### src/rtl/div_unit.sv
// Iterative RV32M divide/remainder unit (DIV, DIVU, REM, REMU).
// One restoring shift-subtract step per cycle; the result leaves as a one-cycle register-file write.
module div_unit #(
    parameter int XLEN    = 32,
    parameter int RADDR_W = 5
) (
    input  logic               clk,
    input  logic               rst,
    input  logic               start,
    input  logic [1:0]         op,
    input  logic [XLEN-1:0]    rs1_val,
    input  logic [XLEN-1:0]    rs2_val,
    input  logic [RADDR_W-1:0] rd,
    input  logic               kill,
    output logic               busy,
    output logic               wb_we,
    output logic [RADDR_W-1:0] wb_waddr,
    output logic [XLEN-1:0]    wb_wdata
);

    localparam int CNT_W = $clog2(XLEN);
    localparam logic [XLEN-1:0] MIN_NEG = {1'b1, {(XLEN-1){1'b0}}};

    typedef enum logic [1:0] {
        IDLE = 2'd0,
        CALC = 2'd1,
        DONE = 2'd2
    } state_t;

    state_t             state;
    logic               rem_op_q;
    logic [RADDR_W-1:0] rd_q;
    logic [XLEN-1:0]    dvd_q;      // dividend magnitude, quotient bits shift in at the LSB
    logic [XLEN-1:0]    dvs_q;
    logic [XLEN-1:0]    rem_q;
    logic [CNT_W-1:0]   cnt_q;
    logic               neg_quo_q;
    logic               neg_rem_q;

    // Start decode: operand magnitudes and the cases that bypass the iteration.
    logic            signed_op;
    logic            a_neg;
    logic            b_neg;
    logic [XLEN-1:0] a_mag;
    logic [XLEN-1:0] b_mag;
    logic            div_zero;
    logic            overflow;
    logic [XLEN-1:0] special_res;

    always_comb begin
        signed_op   = ~op[0];
        a_neg       = signed_op & rs1_val[XLEN-1];
        b_neg       = signed_op & rs2_val[XLEN-1];
        a_mag       = a_neg ? -rs1_val : rs1_val;
        b_mag       = b_neg ? -rs2_val : rs2_val;
        div_zero    = (rs2_val == '0);
        overflow    = signed_op && (rs1_val == MIN_NEG) && (rs2_val == '1);
        special_res = '0;
        if (op[1]) begin
            special_res = div_zero ? rs1_val : '0;
        end else begin
            special_res = div_zero ? '1 : MIN_NEG;
        end
    end

    // One restoring step: the partial remainder is below the divisor, so the shifted value needs one extra bit.
    logic [XLEN:0]   shifted;
    logic [XLEN:0]   trial;
    logic            qbit;
    logic [XLEN-1:0] rem_next;
    logic [XLEN-1:0] quo_next;
    logic [XLEN-1:0] quo_final;
    logic [XLEN-1:0] rem_final;
    logic [XLEN-1:0] result;

    always_comb begin
        shifted   = {rem_q, dvd_q[XLEN-1]};
        trial     = shifted - {1'b0, dvs_q};
        qbit      = ~trial[XLEN];
        rem_next  = qbit ? trial[XLEN-1:0] : shifted[XLEN-1:0];
        quo_next  = {dvd_q[XLEN-2:0], qbit};
        quo_final = neg_quo_q ? -quo_next : quo_next;
        rem_final = neg_rem_q ? -rem_next : rem_next;
        result    = rem_op_q ? rem_final : quo_final;
    end

    // Handshake: a request is taken on a rising edge with start=1, kill=0 and busy=0; busy then
    // stays high until the edge after the writeback cycle. wb_we is the only qualifier of wb_waddr/wb_wdata.
    assign busy = (state != IDLE);

    always_ff @(posedge clk or posedge rst) begin
        if (rst) begin
            state     <= IDLE;
            rem_op_q  <= 1'b0;
            rd_q      <= '0;
            dvd_q     <= '0;
            dvs_q     <= '0;
            rem_q     <= '0;
            cnt_q     <= '0;
            neg_quo_q <= 1'b0;
            neg_rem_q <= 1'b0;
            wb_we     <= 1'b0;
            wb_waddr  <= '0;
            wb_wdata  <= '0;
        end else begin
            case (state)
                IDLE: begin
                    wb_we <= 1'b0;
                    if (start && !kill) begin
                        rem_op_q <= op[1];
                        rd_q     <= rd;
                        if (div_zero || overflow) begin
                            state    <= DONE;
                            wb_we    <= (rd != '0);
                            wb_waddr <= rd;
                            wb_wdata <= special_res;
                        end else begin
                            state     <= CALC;
                            dvd_q     <= a_mag;
                            dvs_q     <= b_mag;
                            rem_q     <= '0;
                            cnt_q     <= '0;
                            neg_quo_q <= a_neg ^ b_neg;
                            neg_rem_q <= a_neg;
                        end
                    end
                end
                CALC: begin
                    if (kill) begin
                        state <= IDLE;
                    end else begin
                        dvd_q <= quo_next;
                        rem_q <= rem_next;
                        cnt_q <= cnt_q + CNT_W'(1);
                        if (cnt_q == CNT_W'(XLEN-1)) begin
                            state    <= DONE;
                            wb_we    <= (rd_q != '0);
                            wb_waddr <= rd_q;
                            wb_wdata <= result;
                        end
                    end
                end
                DONE: begin
                    // kill here changes nothing: the pulse is already out and the unit frees anyway.
                    wb_we <= 1'b0;
                    state <= IDLE;
                end
                default: begin
                    wb_we <= 1'b0;
                    state <= IDLE;
                end
            endcase
        end
    end

endmodule

### config.mk
export PLATFORM = sky130hd
export DESIGN_NAME = div_unit
export DESIGN_NICKNAME = d
export VERILOG_FILES = /design/src/rtl/div_unit.sv
export SDC_FILE = /design/constraint.sdc
export NUM_CORES = 1
export LEC_CHECK = 0
export ABC_CLOCK_PERIOD_IN_PS = 11400
export BUFFER_PORTS_ARGS = -buffer_cell sky130_fd_sc_hd__buf_2
export CAP_MARGIN = 20
export CORE_UTILIZATION = 30
export CTS_CLUSTER_DIAMETER = 150
export DETAILED_ROUTE_END_ITERATION = 10
export MAX_ROUTING_LAYER = met4
export PLACE_DENSITY = 0.49
export SYNTH_ARGS = -nofsm -noshare
export SYNTH_HDL_FRONTEND = slang
export SYNTH_SLANG_ARGS = --single-unit
### constraint.sdc
create_clock -name clk -period 11.4 [get_ports clk]
set_input_delay 1.71 -clock clk [delete_from_list [all_inputs] [get_ports clk]]
set_output_delay 1.71 -clock clk [all_outputs]
set_load 0.02 [all_outputs]
# Yosys cells after proc, flatten, opt, wreduce, memory -nomap -nowiden
# Index checks and enable logic that the tools add are counted.
[word_totals] output_inout_bits=39 in_bits=75 word_cells=92 register_bits=149
[op_classes] eq_ne=10 add_sub_neg=6 bitwise=6 n_mux=41 n_reduce_logical=17
[op_table] cell="32-bit 2-to-1 mux" n=18
[op_table] cell="32-bit one-hot mux with 2 select lines" n=3
[op_table] cell="32-bit negation" n=4
[op_table] cell="32-bit equality test (second input constant)" n=2
[op_table] cell="5-bit 2-to-1 mux" n=7
[op_table] cell="33-bit by 32-bit subtractor with 33-bit output" n=1
[op_table] cell="32-bit logical NOT" n=1
[op_table] cell="31-bit 2-to-1 mux" n=1
[op_table] cell="5-bit one-hot mux with 2 select lines" n=2
[op_table] cell="2-bit != test (second input constant)" n=5
[op_table] cell="5-bit nonzero test" n=2
[op_table] cell="2-bit 2-to-1 mux" n=4
[op_table] cell="2-bit AND reduction" n=3
[op_table] cell="5-bit by 1-bit adder with 5-bit output (second input constant)" n=1
[op_table] cell="5-bit equality test (second input constant)" n=1
[op_table] cell="5-bit AND reduction" n=1
[op_table] cell="1-bit 2-to-1 mux" n=4
[op_table] cell="2-bit one-hot mux with 2 select lines" n=1
[op_table] cell="4-bit AND reduction" n=1
[op_table] cell="2-bit nonzero test" n=2
[op_table] cell="1-bit logical AND" n=3
[op_table] cell="3-bit != test (second input constant)" n=1
[op_table] cell="1-bit NOT" n=3
[op_table] cell="3-bit AND reduction" n=1
[op_table] cell="7 further kinds" n=8

# Depth between registers and ports, before layout
[logic_depth] word_depth=8 ltp_mapped=23 mapped_depth_nobuf=20

# Worst setup path before layout
# No wires, ideal clock.
[synth_path] path_type="reg-to-reg" start="register dvd_q[31]" end="register wb_wdata[26]" period_less_slack_ps=5071 slack_ps=6329 arrival_time_ps=5006 setup_ps=65 path_stages_with_launch=24 t_required_ps=11335 path_cell_list="dfrtp_1 inv_1 ha_1 fa_1 nand2b_1 a21oi_1 o21ai_2 a2111oi_4 o21a_1 nor2_2 inv_2 buf_2 buf_1 ha_1 nand2_1 or4_1 clkbuf_1 o41ai_1 xnor2_1 nor2_1 a31oi_1 o31ai_1 a211oi_1 o221a_2"
[synth_via] elab_chain_cells=8
[synth_rtl] item="from (decl)" line_no="33" source="logic [XLEN-1:0] dvd_q;"
[synth_rtl] item="from (signal assigned)" line_no="119" source="dvd_q <= a_mag;"
[synth_rtl] item="from (signal assigned)" line_no="132" source="dvd_q <= quo_next;"
[synth_rtl] item="33-bit by 32-bit subtractor with 33-bit output" line_no="78" source="trial = shifted - {1'b0, dvs_q};"
[synth_rtl] item="32-bit 2-to-1 mux or 1-bit NOT (tied branches)" line_no="80, 79"
[synth_rtl] item="32-bit negation, on equally long branches" line_no="83, 82"
[synth_rtl] item="32-bit 2-to-1 mux, on equally long branches" line_no="83, 82"
[synth_rtl] item="32-bit 2-to-1 mux *" line_no="84" source="result = rem_op_q ? rem_final : quo_final;"
[synth_rtl] item="32-bit 2-to-1 mux *" line_no="135" source="if (cnt_q == CNT_W'(XLEN-1)) begin"
[synth_rtl] item="32-bit 2-to-1 mux *" line_no="129" source="if (kill) begin"
[synth_rtl] item="32-bit one-hot mux with 2 select lines *" line_no="106" source="case (state)"
[synth_rtl] item="to (signal assigned)" line_no="116" source="wb_wdata <= special_res;"
[synth_rtl] item="to (signal assigned)" line_no="139" source="wb_wdata <= result;"
[synth_rtl] item="to (decl)" line_no="18" source="output logic [XLEN-1:0] wb_wdata"
# Mark *: on every way between the ends. The rest lies on a longest branch, timed or not. The select of a mux whose other input is x is not followed.
# A chain may end at the register's enable or synchronous reset.

# Worst setup path after layout
# Ends and elaborated chain as after synthesis.

==> summary.md <==
| Metric | Value |
|---|---|
| Die ar. | `41,670 µm²` |
| Synth top area cells | `dfrtp_1 30%, o21ai_0 7.7%, a21oi_1 6.6%, xnor2_1 5.9%, nand2_1 5.3%` |
| CP max FO | `26` |
| Post-CTS Resized | `0` |
| Layout cell share with drive strength beyond 1 | `13.72%` |
| Crit path largest cell delay | `0.69 ns` |
| DR WL/cell | `21.10 µm` |
| Count leader, synth | `o21ai_0` |
| Tcrit/Tclk final | `51.86%` |
| Multi-input gate area | `7909 µm²` |
| IO buf count | `113` |
| CTS Hold Bufs | `0` |
| R2R setup slack | `5.49 ns` |
| Worst path most repeated cell | `ha_1` |
| Hold Crit Start | `dvs_q[31]` |
| Worst Path Required | `11.79 ns` |
| Clk slew on worst S/H paths | `0.07 ns` |
| Syn Area/Cell | `7.818 µm²` |
| Starting Density | `30.64%` |
| Pwr Total | `2.846 mW` |
| Predominant post-synthesis flop cell | `dfrtp_1` |
| Power per Cell Area | `206.2 nW/µm²` |
| Rows | `73` |
| Core area | `40,010 µm²` |
| Clock Latency Late Sink | `0.46 ns` |
| # clock sinks | `149` |
| Die width | `204.1 µm` |
| Vias per cell | `5.484` |
| Final hold violations | `0` |
| Critical R2R Capture | `wb_wdata[26]` |
| Synth unique cells | `95` |
| Num ports | `114` |
| Final setup viols | `0` |
| Fin crit period | `5.912 ns` |
| Area leader, netlist | `dfrtp_1` |
| Largest net degree at the start of global routing | `103` |
| Vias in the first global route | `11,458` |
| Max-slew headroom | `28.57%` |
| Worst Reg-to-Reg Cells | `20` |
| Total GRT Usage | `22.98%` |
| Syn_nets | `1,683` |
| Post-Route Setup TNS | `0 ns` |
| Most frequent cells after synthesis | `188 x o21ai_0, 174 x nand2_1, 165 x nor2_1, 161 x a21oi_1, 149 x dfrtp_1` |
| Clock Path Buffers | `2` |
| CP Class | `reg -> reg` |
| Register area | `3729 µm²` |
| Largest delay contributor family on the critical path | `compound AO/OA/AOI/OAI gates` |
| GP Congestion | `0.9058` |
| Max Fclk | `0.1691 GHz` |
| Hold Crit Depth | `2` |
| Final nets | `1,742` |
| WP buf/inv | `2` |
| CP Cell Sequence | `inv_1, ha_1, fa_1, nand2b_1, a21oi_1, o21ai_2, a2111oi_4, o21a_1, nor2_4, inv_2, ha_1, nand2_1, or4_1, o41ai_1, xnor2_1, nor2_1, a31oi_1, o31ai_1, a211oi_1, o221a_2` |
| Post-CTS setup buffer count | `0` |
| DRC | `0` |
| Leakage | `5.617 nW` |
| Clock root buffer | `clkbuf_16` |
| Die height | `204.1 µm` |
| Clock skew | `0.01582 ns` |
| Pre-Repair DR Iteration Count | `5` |
| DR vias | `11,872` |
| Worst Hold Class | `reg -> reg` |
| Hold_ws | `0.4859 ns` |
| CTS HTree Levels | `4` |
| Worst setup EP type | `register` |
| Yosys warning total | `0` |
| Sequential area share after synthesis | `30.42%` |
| Mapped Cells | `1,568` |
| Total CTS buffers | `17` |
| Initial antenna violation count | `0` |
| Iteration-0 DRC Markers | `1,051` |
| Status | `complete, no violations` |
| Peak VDD IR | `0.0001104 V` |
| Top-area cell type share of the netlist area | `30.42%` |
| Antenna-violating nets left | `0` |
| Worst r2r src | `dvd_q[31]` |
| Number of diodes | `0` |
| First-pass GRT wire length | `70,950 µm` |
| Overflow after GRT | `0` |
| Pins Over Slew Limit | `0` |
| Worst Path Arrival | `6.30 ns` |
| # fillers | `4,300` |
| Synth Register Bits | `149` |
| Mapped cell area | `12,260 µm²` |
| CTS tree | `yes` |
| Worst Setup Start Kind | `register` |
| Post-synth EDFFs | `0` |
| Worst-margin pin slew | `1.072 ns` |
| Final wirelength | `45,690 µm` |
| P&R area growth vs syn | `12.60%` |
| FFs w/ async S/R, synth | `100.0%` |
| Hpwl dp | `34,820 µm` |
| Slowest CP cell | `or4_1` |
| Hold EP | `dvs_q[31]` |
| Unrepaired setup endpoints after global routing | `no` |
| Post-layout util | `34.50%` |
| Max cap viols | `0` |
[metal layers]
metal	global-route usage, %	up-vias	share of wire [%]
li1	-	5763	-
met4	7.409	0	2.5
met2	34.32	341	45
met5	-	-	0
met3	2.168	45	4.2
met1	32.43	5723	48
[kinds of logic after synthesis]
| family | count (synthesis) | synth area share (%) |
|---|---|---|
| xor+xnor | 132 | 9.431 |
| buf+inv | 145 | 5.369 |
| fa+ha+maj | 40 | 4.144 |
| mux | 36 | 3.062 |
| simple gates | 533 | 20.73 |
| compound gates | 533 | 26.85 |
| flops | 149 | 30.42 |
[worst min-delay path, stage by stage (launching register included)]
cell	delay, ns
dfrtp_1	0.35
nand2_1	0.05
o21ai_0	0.06
[worst max path at each step]
stage,start,end,slack [ns],cells past startpoint
3_3_place_gp,rs2_val[6],wb_wdata[31],5.73,14
6_report,dvd_q[31],wb_wdata[26],5.49,20
3_5_place_dp,dvd_q[31],wb_wdata[26],5.57,20
5_1_grt,dvd_q[31],wb_wdata[26],5.02,20
2_1_floorplan,rst,cnt_q[0],5.68,1
4_1_cts,dvd_q[31],wb_wdata[26],5.54,20
[state kept, by name (all words and copies together) (netlist names)]
name and count:
cnt_q 5, dvd_q 32, dvs_q 32, neg_quo_q 1, neg_rem_q 1, rd_q 5
rem_op_q 1, rem_q 32, state 2, wb_waddr 5, wb_wdata 32, wb_we 1
[report_power, final]
| group | internal, mW | switching (mW) | leakage (nW) |
|---|---|---|---|
| logic | 0.493 | 0.960 | 3.46 |
| registers | 0.666 | 0.146 | 1.88 |
| clock network | 0.313 | 0.269 | 0.279 |
| total | 1.47 | 1.37 | 5.62 |
[layout make-up]
type                       instances  share of cell area (%)
multi-input combinational       1274                   57.30
sequential                       149                   27.01
tap                              525                   4.759
timing repair buffer             130                   5.167
clock inverter                    14                   1.043
inverter                          55                   1.532
clock buffer                      18                   3.182
[layout by cell type, fill, tap and decap left out, drive strengths merged, types with 10 or more instances in the layout]
| master | instances |
|---|---|
| dfrtp | 149 |
| o41ai | 13 |
| nand2 | 175 |
| o31ai | 29 |
| ha | 39 |
| nand4 | 22 |
| buf | 130 |
| nor4 | 20 |
| o21a | 13 |
| inv | 61 |
| o21ai | 193 |
| a21o | 14 |
| a31oi | 25 |
| xor2 | 50 |
| clkbuf | 18 |
| nor2b | 10 |
| nor2 | 166 |
| nor3 | 36 |
| xnor2 | 82 |
| a21oi | 165 |
| o211ai | 15 |
| or3 | 16 |
| mux2i | 27 |
| nand2b | 19 |
| nand3 | 19 |
[stage by stage]
stage	cell area, µm²	setup slack [ns]	instances
3_5_place_dp	13190	5.571	2132
5_1_grt	13800	5.021	2165
4_1_cts	13770	5.540	2164
6_report	13800	5.488	2165
2_1_floorplan	12260	5.682	1568
3_3_place_gp	13180	5.731	2130
No activity file was read; power rests on OpenSTA's default activity.
